**config.mk**
```make
export PLATFORM = sky130hd
export DESIGN_NAME = fetch_decode_queue
export DESIGN_NICKNAME = d
export VERILOG_FILES = /design/src/rtl/fe_pkg.sv /design/src/rtl/fd_sideband_reg.sv /design/src/rtl/fetch_decode_queue.sv
export SDC_FILE = /design/constraint.sdc
export NUM_CORES = 1
export LEC_CHECK = 0
export CAP_MARGIN = 40
export CORE_UTILIZATION = 40
export CTS_BUF_LIST = sky130_fd_sc_hd__clkbuf_4
export CTS_CLUSTER_SIZE = 25
export DETAILED_ROUTE_END_ITERATION = 8
export MAX_ROUTING_LAYER = met4
export SLEW_MARGIN = 10
export SYNTH_ARGS = -nofsm -noshare
export SYNTH_HDL_FRONTEND = slang
export SYNTH_HIERARCHICAL = 1
export SYNTH_SLANG_ARGS = --single-unit
export TNS_END_PERCENT = 100
```
**constraint.sdc**
```tcl
create_clock -name clk -period 19.15 [get_ports clk]
set_clock_uncertainty 0.05 [all_clocks]
set_input_delay 4.7875 -clock clk [delete_from_list [all_inputs] [get_ports clk]]
set_output_delay 4.7875 -clock clk [all_outputs]
set_load 0.005 [all_outputs]
```
**src/rtl/fe_pkg.sv**
```systemverilog
// fe_pkg -- types and widths shared by the Fetch-to-Decode bundle queue.
//   LANES   : instruction slots per fetch bundle
//   PKT_W   : per-lane packet width (instruction + 2x PC + CTI index)
//   PC_W, BTYPE_W, BHR_W : branch-predictor update sideband widths
//   bundle_t: one queue entry {per-lane valid, per-lane packet, fs2Ready}
package fe_pkg;

  localparam int LANES   = 4;
  localparam int PKT_W   = 99;
  localparam int PC_W    = 32;
  localparam int BTYPE_W = 2;
  localparam int BHR_W   = 10;

  // Packed so that {valid, pkt, fs_ready} maps directly onto the port buses;
  // pkt lane 0 sits in the LSBs of the pkt field, matching fs_pkt_i.
  typedef struct packed {
    logic [LANES-1:0]            valid;
    logic [LANES-1:0][PKT_W-1:0] pkt;
    logic                        fs_ready;
  } bundle_t;

endpackage

```
**src/rtl/fd_sideband_reg.sv**
```systemverilog
// fd_sideband_reg -- one-cycle retiming of the branch-predictor update bus.
// The registers clear only on reset; flush and stall never touch them.
//   clk, reset          : clock, asynchronous active-high reset
//   upd_*_i             : update PC, target, type, direction, enable, BHR
//   upd_*_o             : the same fields, delayed by exactly one edge
module fd_sideband_reg
  import fe_pkg::*;
(
  input  logic               clk,
  input  logic               reset,
  input  logic [PC_W-1:0]    upd_pc_i,
  input  logic [PC_W-1:0]    upd_target_i,
  input  logic [BTYPE_W-1:0] upd_type_i,
  input  logic               upd_dir_i,
  input  logic               upd_en_i,
  input  logic [BHR_W-1:0]   upd_bhr_i,
  output logic [PC_W-1:0]    upd_pc_o,
  output logic [PC_W-1:0]    upd_target_o,
  output logic [BTYPE_W-1:0] upd_type_o,
  output logic               upd_dir_o,
  output logic               upd_en_o,
  output logic [BHR_W-1:0]   upd_bhr_o
);

  always_ff @(posedge clk or posedge reset) begin
    if (reset) begin
      upd_pc_o     <= '0;
      upd_target_o <= '0;
      upd_type_o   <= '0;
      upd_dir_o    <= 1'b0;
      upd_en_o     <= 1'b0;
      upd_bhr_o    <= '0;
    end else begin
      upd_pc_o     <= upd_pc_i;
      upd_target_o <= upd_target_i;
      upd_type_o   <= upd_type_i;
      upd_dir_o    <= upd_dir_i;
      upd_en_o     <= upd_en_i;
      upd_bhr_o    <= upd_bhr_i;
    end
  end

endmodule

```
**src/rtl/fetch_decode_queue.sv**
```systemverilog
// fetch_decode_queue -- DEPTH-entry bundle FIFO between Fetch stage 2 and
// Decode, plus the retimed branch-predictor update sideband.
//   clk, reset        : clock, asynchronous active-high reset
//   flush_i           : drop every queued bundle (wins over enq/deq)
//   fs_valid_i/pkt_i/ready_i, enq_ready_o : enqueue side
//   dec_stall_i, dec_valid_o/pkt_o/fs_ready_o : dequeue side (head entry)
//   count_o           : occupied entries
//   upd_*_i / upd_*_o : predictor update bus, one-cycle delayed
//
// Handshake: a bundle transfers into the queue on an edge where fs_valid_i
// has any lane set, enq_ready_o is high and flush_i is low; Fetch holds the
// bundle while enq_ready_o is low. The head transfers to Decode on an edge
// where the queue is non-empty, dec_stall_i is low and flush_i is low.
// enq_ready_o depends only on registered occupancy, never on dec_stall_i.
module fetch_decode_queue
  import fe_pkg::*;
#(
  parameter  int DEPTH = 4,
  localparam int CNT_W = $clog2(DEPTH) + 1
) (
  input  logic                   clk,
  input  logic                   reset,
  input  logic                   flush_i,
  input  logic [LANES-1:0]       fs_valid_i,
  input  logic [LANES*PKT_W-1:0] fs_pkt_i,
  input  logic                   fs_ready_i,
  output logic                   enq_ready_o,
  input  logic                   dec_stall_i,
  output logic [LANES-1:0]       dec_valid_o,
  output logic [LANES*PKT_W-1:0] dec_pkt_o,
  output logic                   dec_fs_ready_o,
  output logic [CNT_W-1:0]       count_o,
  input  logic [PC_W-1:0]        upd_pc_i,
  input  logic [PC_W-1:0]        upd_target_i,
  input  logic [BTYPE_W-1:0]     upd_type_i,
  input  logic                   upd_dir_i,
  input  logic                   upd_en_i,
  input  logic [BHR_W-1:0]       upd_bhr_i,
  output logic [PC_W-1:0]        upd_pc_o,
  output logic [PC_W-1:0]        upd_target_o,
  output logic [BTYPE_W-1:0]     upd_type_o,
  output logic                   upd_dir_o,
  output logic                   upd_en_o,
  output logic [BHR_W-1:0]       upd_bhr_o
);

  localparam int PTR_W = $clog2(DEPTH);

  bundle_t              mem_q [DEPTH];
  logic [PTR_W-1:0]     wr_ptr_q, wr_ptr_d;
  logic [PTR_W-1:0]     rd_ptr_q, rd_ptr_d;
  logic [CNT_W-1:0]     count_q, count_d;
  logic                 nonempty;
  logic                 do_enq;
  logic                 do_deq;
  bundle_t              wr_bundle;
  bundle_t              head;

  assign nonempty    = (count_q != '0);
  assign enq_ready_o = (count_q < CNT_W'(DEPTH));
  // All-zero valid bundles are bubbles and never occupy an entry.
  assign do_enq      = (|fs_valid_i) && enq_ready_o && !flush_i;
  assign do_deq      = nonempty && !dec_stall_i && !flush_i;

  always_comb begin
    wr_ptr_d = wr_ptr_q;
    rd_ptr_d = rd_ptr_q;
    count_d  = count_q;
    if (flush_i) begin
      wr_ptr_d = '0;
      rd_ptr_d = '0;
      count_d  = '0;
    end else begin
      if (do_enq) wr_ptr_d = wr_ptr_q + PTR_W'(1);
      if (do_deq) rd_ptr_d = rd_ptr_q + PTR_W'(1);
      case ({do_enq, do_deq})
        2'b10:   count_d = count_q + CNT_W'(1);
        2'b01:   count_d = count_q - CNT_W'(1);
        default: count_d = count_q;
      endcase
    end
  end

  always_ff @(posedge clk or posedge reset) begin
    if (reset) begin
      wr_ptr_q <= '0;
      rd_ptr_q <= '0;
      count_q  <= '0;
    end else begin
      wr_ptr_q <= wr_ptr_d;
      rd_ptr_q <= rd_ptr_d;
      count_q  <= count_d;
    end
  end

  // Storage is not reset; stale entries are hidden by the occupancy gate.
  always_comb begin
    wr_bundle.valid    = fs_valid_i;
    wr_bundle.pkt      = fs_pkt_i;
    wr_bundle.fs_ready = fs_ready_i;
  end

  always_ff @(posedge clk) begin
    if (do_enq) mem_q[wr_ptr_q] <= wr_bundle;
  end

  // No bypass: an empty queue shows zeros even if Fetch is presenting a bundle.
  assign head           = mem_q[rd_ptr_q];
  assign dec_valid_o    = nonempty ? head.valid    : '0;
  assign dec_pkt_o      = nonempty ? head.pkt      : '0;
  assign dec_fs_ready_o = nonempty ? head.fs_ready : 1'b0;
  assign count_o        = count_q;

  fd_sideband_reg u_sideband (
    .clk          (clk),
    .reset        (reset),
    .upd_pc_i     (upd_pc_i),
    .upd_target_i (upd_target_i),
    .upd_type_i   (upd_type_i),
    .upd_dir_i    (upd_dir_i),
    .upd_en_i     (upd_en_i),
    .upd_bhr_i    (upd_bhr_i),
    .upd_pc_o     (upd_pc_o),
    .upd_target_o (upd_target_o),
    .upd_type_o   (upd_type_o),
    .upd_dir_o    (upd_dir_o),
    .upd_en_o     (upd_en_o),
    .upd_bhr_o    (upd_bhr_o)
  );

endmodule

```
After elaboration in Yosys (flattened, before gate mapping)
Memory sizes are Yosys's and may differ from the RTL's.
Index checks and enable logic that the tools add are counted.
{"block": "totals", "mem_count": 1, "output_inout_bits": 483, "in_bits": 483, "ff_bits": 85, "elab_cells": 39, "mem_bits_rw": 1604}
{"memory": "mem_q", "words": 4, "word_bits": 401, "rd": 1, "rd_ports_with_merged_regs": 0, "wr": 1, "line_no": "fetch_decode_queue.sv:49", "text": "bundle_t mem_q [DEPTH];"}
{"block": "op_classes", "eq_ne": 2, "n_reduce_logical": 11, "mux": 11, "n_lt_le_gt_ge": 1, "add_sub_neg": 4}
{"operator": "$mux 396", "n": 1}
{"operator": "$mux 2", "n": 4}
{"operator": "$pmux 3 s2", "n": 1}
{"operator": "$reduce_bool 3->1", "n": 2}
{"operator": "$add 2x1->2 const B", "n": 2}
{"operator": "$logic_and 1x1->1", "n": 4}
{"operator": "$mux 4", "n": 1}
{"operator": "$reduce_bool 2->1", "n": 2}
{"operator": "$reduce_or 4->1", "n": 1}
{"operator": "$add 3x1->3 const B", "n": 1}
{"operator": "$lt 3x3->1 const B", "n": 1}
{"operator": "$mux 1", "n": 3}
{"operator": "$mux 3", "n": 1}
{"operator": "$sub 3x1->3 const B", "n": 1}
{"operator": "$eq 2x1->1 const B", "n": 1}
{"operator": "$eq 2x2->1 const B", "n": 1}
{"operator": "$logic_not 1->1", "n": 2}

Depth between registers and ports, before layout
{"block": "logic_depth", "word_depth": 6, "mapped_depth": 7, "depth_no_buf": 6}

Modules after synthesis
Netlist, hierarchy kept.
{"module": "fetch_decode_queue", "cells_per_inst": 2589, "seq_area_each_um2": 48341.4, "area_per_inst_um2": 61168.7, "n_inst": 1}
{"module": "fd_sideband_reg", "cells_per_inst": 79, "seq_area_each_um2": 1951.9, "area_per_inst_um2": 1955.6, "n_inst": 1}

Worst setup path after synthesis
OpenSTA, ideal clock, no wires.
{"block": "synth_path", "path_type": "input to register", "startpoint": "in flush_i", "endpoint": "mem mem_q[0][0] in the netlist's numbering (enable)", "path_buffers": 1, "cell_stages": 3, "arrival_ps": 14328, "slack_ps": 3956, "setup_ps": 816, "required_time_ps": 18284, "cell_sequence": "clkbuf_1 -> nor3_1 -> and2_1"}
{"block": "synth_via", "elab_chain_cells": 4}
{"item": "start, declared", "line_no": "fetch_decode_queue.sv:23", "text": "input logic flush_i,"}
{"item": "$logic_not 1->1", "line_no": "fetch_decode_queue.sv:62", "text": "assign do_enq = (|fs_valid_i) && enq_ready_o && !flush_i;"}
{"item": "$logic_and 1x1->1", "line_no": "fetch_decode_queue.sv:62"}
{"item": "$mux 1", "line_no": "fetch_decode_queue.sv:104", "text": "if (do_enq) mem_q[wr_ptr_q] <= wr_bundle;"}
{"item": "$mux 1 (implied by the code)", "line_no": "fetch_decode_queue.sv:104"}
{"item": "end, declared", "line_no": "fetch_decode_queue.sv:49"}
No other way between the ends.

Worst setup path in the final report
{"block": "layout_path", "startpoint": "reg rd_ptr_q[1]", "endpoint": "out dec_pkt_o[122]"}
{"block": "layout_via", "elab_chain_cells": 2}
{"item": "start, declared", "line_no": "fetch_decode_queue.sv:51", "text": "logic [PTR_W-1:0] rd_ptr_q, rd_ptr_d;"}
{"item": "start signal, assigned", "line_no": "fetch_decode_queue.sv:91", "text": "rd_ptr_q <= rd_ptr_d;"}
{"item": "$mem_v2 4x401"}
{"item": "$mux 396", "line_no": "fetch_decode_queue.sv:110", "text": "assign dec_pkt_o = nonempty ? head.pkt : '0;"}
{"item": "end, declared", "line_no": "fetch_decode_queue.sv:30", "text": "output logic [LANES*PKT_W-1:0] dec_pkt_o,"}
No other way between the ends.

==> impl_metrics.json <==
{
  "status": "complete, no violations",
  "ys_seq_elements": 1689,
  "cts_setup_buffers": 0,
  "setup_viol": 0,
  "grt_pass1_vias": 33880,
  "ios": 966,
  "path_cells": "buf_4 -> buf_12 -> buf_4 -> buf_16 -> buf_4 -> mux4_2 -> nor2b_1 -> clkdlybuf4s50_1",
  "fmax_ghz": 0.09707,
  "endpoint_kind": "primary output",
  "hpwl_um": 99440,
  "synth_warnings": 6,
  "fin_crit_sh_pct": 53.79,
  "yosys_most_used_dff": "edfxtp_1",
  "num_rows": 145,
  "initial_core_util_pct": 40.36,
  "peakVddDrop_mv": 0.1283,
  "grt_usage_pct": 19.99,
  "p_per_area_nw_per_um2": 143.2,
  "relSlewSlack_pct": 15.61,
  "avgRoutedWirePerCell_um": 24.41,
  "antenna_found_initial": 50,
  "core-area_um2": 156400,
  "grt_first_pass_wirelength_um": 224500,
  "cts_tree": "yes",
  "syn_inst": 2668,
  "cp_num_buf_inv": 6,
  "worst_path_most_repeated_cell": "buf_4",
  "final_nets": 4495,
  "wl_met3_um": 12590,
  "m1WireLength_um": 61830,
  "syn_area_per_cell_um2": 23.66,
  "grt_max_degree": 148,
  "critical-path-top-delay-family": "buffers and inverters",
  "final_area_um2": 80980,
  "die-area_um2": 159400,
  "drive_gt1_share_pct": 27.36,
  "drt_pass1_iterations": 5,
  "finalHoldViolations": 0,
  "cts_root_buf": "clkbuf_4",
  "clk_latency_ns": 1.26,
  "finalCriticalPeriod_ns": 10.30,
  "cp_slowest_cell": "dfrtp_4",
  "grt_overflow_total": 0,
  "routed.top_layer": "met4",
  "synthToLayoutAreaGrowth_pct": 28.29,
  "clk_pin_slew_ns": 0.06,
  "ant_nets": 0,
  "cpPeakStageDelay_ns": 0.86,
  "ys_types": 29,
  "num_vias": 31870,
  "htreeDepth": 5,
  "synth_top_area_share_pct": 76.30,
  "met2_wirelength_um": 78940,
  "critPathKind": "register to primary output",
  "cp_max_fo": 53,
  "fillers": 12710,
  "slew_violations": 0,
  "die_y_um": 399.3,
  "setup_tns_ns": 0,
  "avgViaCountPerCell": 4.963,
  "maxCapViolations": 0,
  "worstPathRequired_ns": 14.31,
  "cts.path.max_buffers": 4,
  "start_kind": "register",
  "drt_iter0_markers": 1876,
  "syn_area_um2": 63120,
  "port_buffers": 965,
  "post_cts_resized": 0,
  "synthTopCellsByArea": "edfxtp_1 (76%), mux4_2 (14%), nor2b_1 (3.4%)",
  "async_flop_share_pct": 5.033,
  "hold_path.class": "register to register",
  "cp.arrival_ns": 5.46,
  "numCtsBuffers": 446,
  "drc": 0,
  "yosysTopAreaCell": "edfxtp_1",
  "tightest_slew_ns": 1.266,
  "place.gp.congestion": 0.7952,
  "ctsHoldBuffers": 0,
  "die-width_um": 399.3,
  "synth_fp_nets": 3156,
  "leakage_uw": 0.02640,
  "place_area_um2": 75300,
  "totalWireLength_um": 156800,
  "rsz0062_at_grt": "false",
  "yosysSeqAreaShare_pct": 79.67,
  "synth_edf_count": 1604,
  "cts_sinks": 1689
}
layout by cell type, fill, tap and decap left out:
cell and instances:
edfxtp_1 1604, and2_4 4, buf_12 13, dfrtp_1 83
nor2_2 1, nor2_1 5, nor3_1 2, nor4_1 1
a21oi_1 1, fa_1 1, dfrtp_4 2, o21ai_0 1
ha_1 4, clkinv_2 9, inv_2 1, nor2b_1 344
mux4_2 401, mux2i_1 1, and3_1 1, clkbuf_4 693
buf_16 12, inv_1 4, clkinv_1 47, nand2b_1 2
a211oi_1 1, a2111oi_0 1, buf_4 37, nor3b_1 1
mux2_1 1, bufinv_16 3, nand2_1 1, nor4_2 1
clkdlybuf4s50_1 965, nor3_4 1, diode_2 50, xnor2_1 4
and2b_1 58, clkinvlp_4 2
area by class of cell:
type,count,area (um^2),share of cell area (%)
repair buffers,1027,10530,13.00
clock buffers,693,5202,6.424
well taps,2058,2575,3.180
clock inverters,61,325.3,0.4017
multi-input cells,838,11910,14.70
inverters,5,20.02,0.02472
diodes,50,125.1,0.1545
flip-flops and latches,1689,50300,62.11
cells by family after synthesis:
kind of cell / count (synthesis) / share of synthesized area [%]
flip-flops: 1689 / 79.67
AND/OR/NAND/NOR: 422 / 4.297
multiplexers: 403 / 14.34
buffers and inverters: 141 / 1.481
adder cells (fa/ha/maj): 5 / 0.1110
AO/OA/AOI/OAI: 4 / 0.04162
XOR/XNOR: 4 / 0.05549
per-stage QoR:
step / setup WS, ns / util (%) / total power (uW) / hold WS, ns / instances
2_1_floorplan: 3.956 / - / 7012 / 0.5102 / 2668
3_3_place_gp: 9.449 / 47.87 / 8626 / 0.5626 / 5598
3_5_place_dp: 9.633 / 48.15 / 8700 / 0.5465 / 5616
4_1_cts: 8.130 / 51.69 / 11820 / 0.5592 / 6370
5_1_grt: 8.358 / 51.78 / 12190 / 0.5950 / 6419
6_report: 8.848 / 51.78 / 11600 / 0.5700 / 6421
per-layer routing:
| layer | GRT usage (%) | vias up |
|---|---|---|
| li1 | - | 13980 |
| met1 | 23.74 | 16470 |
| met2 | 31.61 | 1187 |
| met3 | 7.188 | 235 |
| met4 | 6.686 | 0 |
| met5 | - | - |
where the power goes:
group	switching (uW)	leakage (uW)	internal, uW
Clock	1400	0.00334	1660
Combinational	1750	0.00739	1940
Sequential	138	0.0157	4710
synthesized netlist by cell type, drive strengths merged, types with 2 or more instances:
library cell and n:
edfxtp 1604, mux4 401, nor2b 344, buf 89
dfrtp 85, and2b 58, clkbuf 47, nor2 6
inv 5, and2 4, ha 4, xnor2 4
nor3 3, nand2b 2, nor4 2
final timing paths:
kind	cells past startpoint	endpoint	startpoint	slack, ns
max	8	dec_pkt_o[122]	rd_ptr_q[1]	8.85
min	2	wr_ptr_q[1]	wr_ptr_q[1]	0.57
max reg2reg	7	mem_q[1][153]	count_o[2]	14.73
min reg2reg	2	wr_ptr_q[1]	wr_ptr_q[1]	0.57
max in group asynchronous	4	u_sideband/upd_target_o[25]	reset	14.41
min in group asynchronous	2	u_sideband/upd_target_o[4]	reset	3.79
registers in the layout, indices dropped and copies added (netlist names):
name,cells
mem_q,1604
u_sideband/upd_pc_o,32
u_sideband/upd_target_o,32
u_sideband/upd_bhr_o,10
count_o,3
rd_ptr_q,2
u_sideband/upd_type_o,2
wr_ptr_q,2
u_sideband/upd_dir_o,1
u_sideband/upd_en_o,1
worst register-to-register path, stage by stage (launching register included):
cell     delay (ns)
dfrtp_1        0.49
nor3_1         0.45
and2_4         0.50
buf_12         0.29
buf_4          0.71
buf_4          0.76
buf_4          0.52
buf_12         0.28
No activity file was read; power rests on OpenSTA's default activity.
==> RTL change, RTL diff (config.mk and constraints unchanged) <==
Set the package constant `PKT_W` to 103 (it was 99).
--- a/src/rtl/fe_pkg.sv
+++ b/src/rtl/fe_pkg.sv
@@ -6,7 +6,7 @@
 package fe_pkg;
 
   localparam int LANES   = 4;
-  localparam int PKT_W   = 99;
+  localparam int PKT_W   = 103;
   localparam int PC_W    = 32;
   localparam int BTYPE_W = 2;
   localparam int BHR_W   = 10;
Ports: changed (resized dec_pkt_o and fs_pkt_i); port bits go from 966 to 998. The function was not compared with the original's and may differ.
==> RTL change against the original RTL <==
  * Worst setup slack got worse by 280 ps
  * Fmax fell by 2.7%
  * Cell area rose by 3.5%
  * Routed wire length rose by 3.5%
  * Critical path depth did not move
  * Sequential share of layout area rose by 0.17 points
  * Area after synthesis rose by 3.7%
  * Sequential cell count rose by 64
  * Power rose by 2.7%
==> RTL change: results (changes against the original RTL) <==
INFO  metric status = completed
INFO  metric wirelength_met1 = 60400 µm (-2.4%)
INFO  metric grt.met1_usage = 0.219 (-0.0188)
INFO  metric ys_async_sr_fraction = 0.0485 (-0.00184)
INFO  metric grt_first_pass_wirelength = 229000 µm (+2.1%)
INFO  metric numCtsBuffers = 461 (+3.4%)
INFO  metric reg2regPathDepth = 6 (-1)
INFO  metric grt.met2_usage = 0.305 (-0.0109)
INFO  metric count_of_non_filler_cells_in_the_finished_layout = 6706 (+4.4%)
INFO  metric grt_max_degree = 126 (-15%)
INFO  metric worst_ir_drop_vdd = 148 µV (+15%)
INFO  metric final.fill_count = 13300 (+4.5%)
INFO  metric static-leakage-power = 27.0 nW (+2.4%)
INFO  metric clock_power_share = 0.259 (-0.005)
INFO  metric timing.critical_path.arrival = 5750 ps (+290 ps)
INFO  metric timing.final.crit_share = 0.553 (+0.0147)
INFO  metric post_drt_via_cell_ratio = 4.92 (-0.87%)
INFO  metric net_count_synth = 3273 (+3.7%)
INFO  metric critical_path.max_fanout = 69 (+30%)
INFO  metric synth.avg_cell_area = 23.6 µm² (about the same)
INFO  metric layout-drive-gt1-share = 0.266 (-0.00769)
INFO  metric worstSetupEndpoint = dec_pkt_o[327]
INFO  metric place_congestion = 0.768 (-3.4%)
INFO  metric dp_hpwl = 103000 µm (+3.5%)
INFO  metric worst_case_register_to_register_setup_slack = 14940 ps (+210 ps)
INFO  metric sequential_area_share_after_synthesis = 0.797 (about the same)
INFO  metric routed_wirelength_normalized_by_instance_count = 24.2 µm (-0.94%)
INFO  metric groute.layer.met3.usage = 0.0914 (+0.0195)
INFO  metric final_nets = 4654 (+3.5%)
INFO  metric p_seq_frac = 0.421 (+0.003)
INFO  metric layout_top_registers = mem_q: 1668 flops, u_sideband/upd_pc_o: 32 flops, u_sideband/upd_target_o: 32 flops
INFO  metric crit_start = count_o[0]
INFO  metric dpl_cell_area = 0.0781 mm² (+3.7%)
INFO  metric via_count_of_the_first_global_routing_pass = 34600 (+2.2%)
INFO  metric synth_area_leaders = sky130_fd_sc_hd__edfxtp_1 76%, sky130_fd_sc_hd__mux4_2 14%, sky130_fd_sc_hd__nor2b_1 3.9%, sky130_fd_sc_hd__dfrtp_1 3.2%, sky130_fd_sc_hd__buf_6 0.81%
INFO  metric crit_path_top_delay_cell = sky130_fd_sc_hd__buf_4
INFO  metric io_buffer_count = 997 (+3.3%)
INFO  metric power_switching = 3.38 mW (+2.8%)
INFO  metric drt_first_iter_violations = 2090 (+11%)
RTL change: per-stage QoR:
stage,hold slack (ps),setup slack [ps],power [mW]
after floorplan,510,3580,7.28
after global placement,548,9450,8.92
after detailed placement,558,9520,8.99
after CTS,570,8280,12.1
after global routing,636,8090,12.5
final,584,8570,11.9
RTL change: logic make-up (layout without fill, tap and decap cells):
kind of cell,after synthesis,after routing,share of synthesized area
and+or+nand+nor,438,438,0.0422
other,0,82,0
xor gates and xnor gates,4,4,0.000535
muxes,419,419,0.144
buffers and inverters,146,1826,0.0147
DFF,1753,1753,0.797
adders and majority gates,5,5,0.00107
AOI/OAI and AO/OA,4,4,0.000401
RTL change: layout make-up:
cell class              count  area (µm²)  area share
repair buffers           1059       10800       0.129
clock inverters            90         474     0.00566
well taps                2175        2720      0.0325
inverters                   5        20.0    0.000239
clock buffers             672        5040      0.0602
diodes                     82         205     0.00245
multi-input cells         870       12300       0.147
flip-flops and latches   1753       52200       0.623
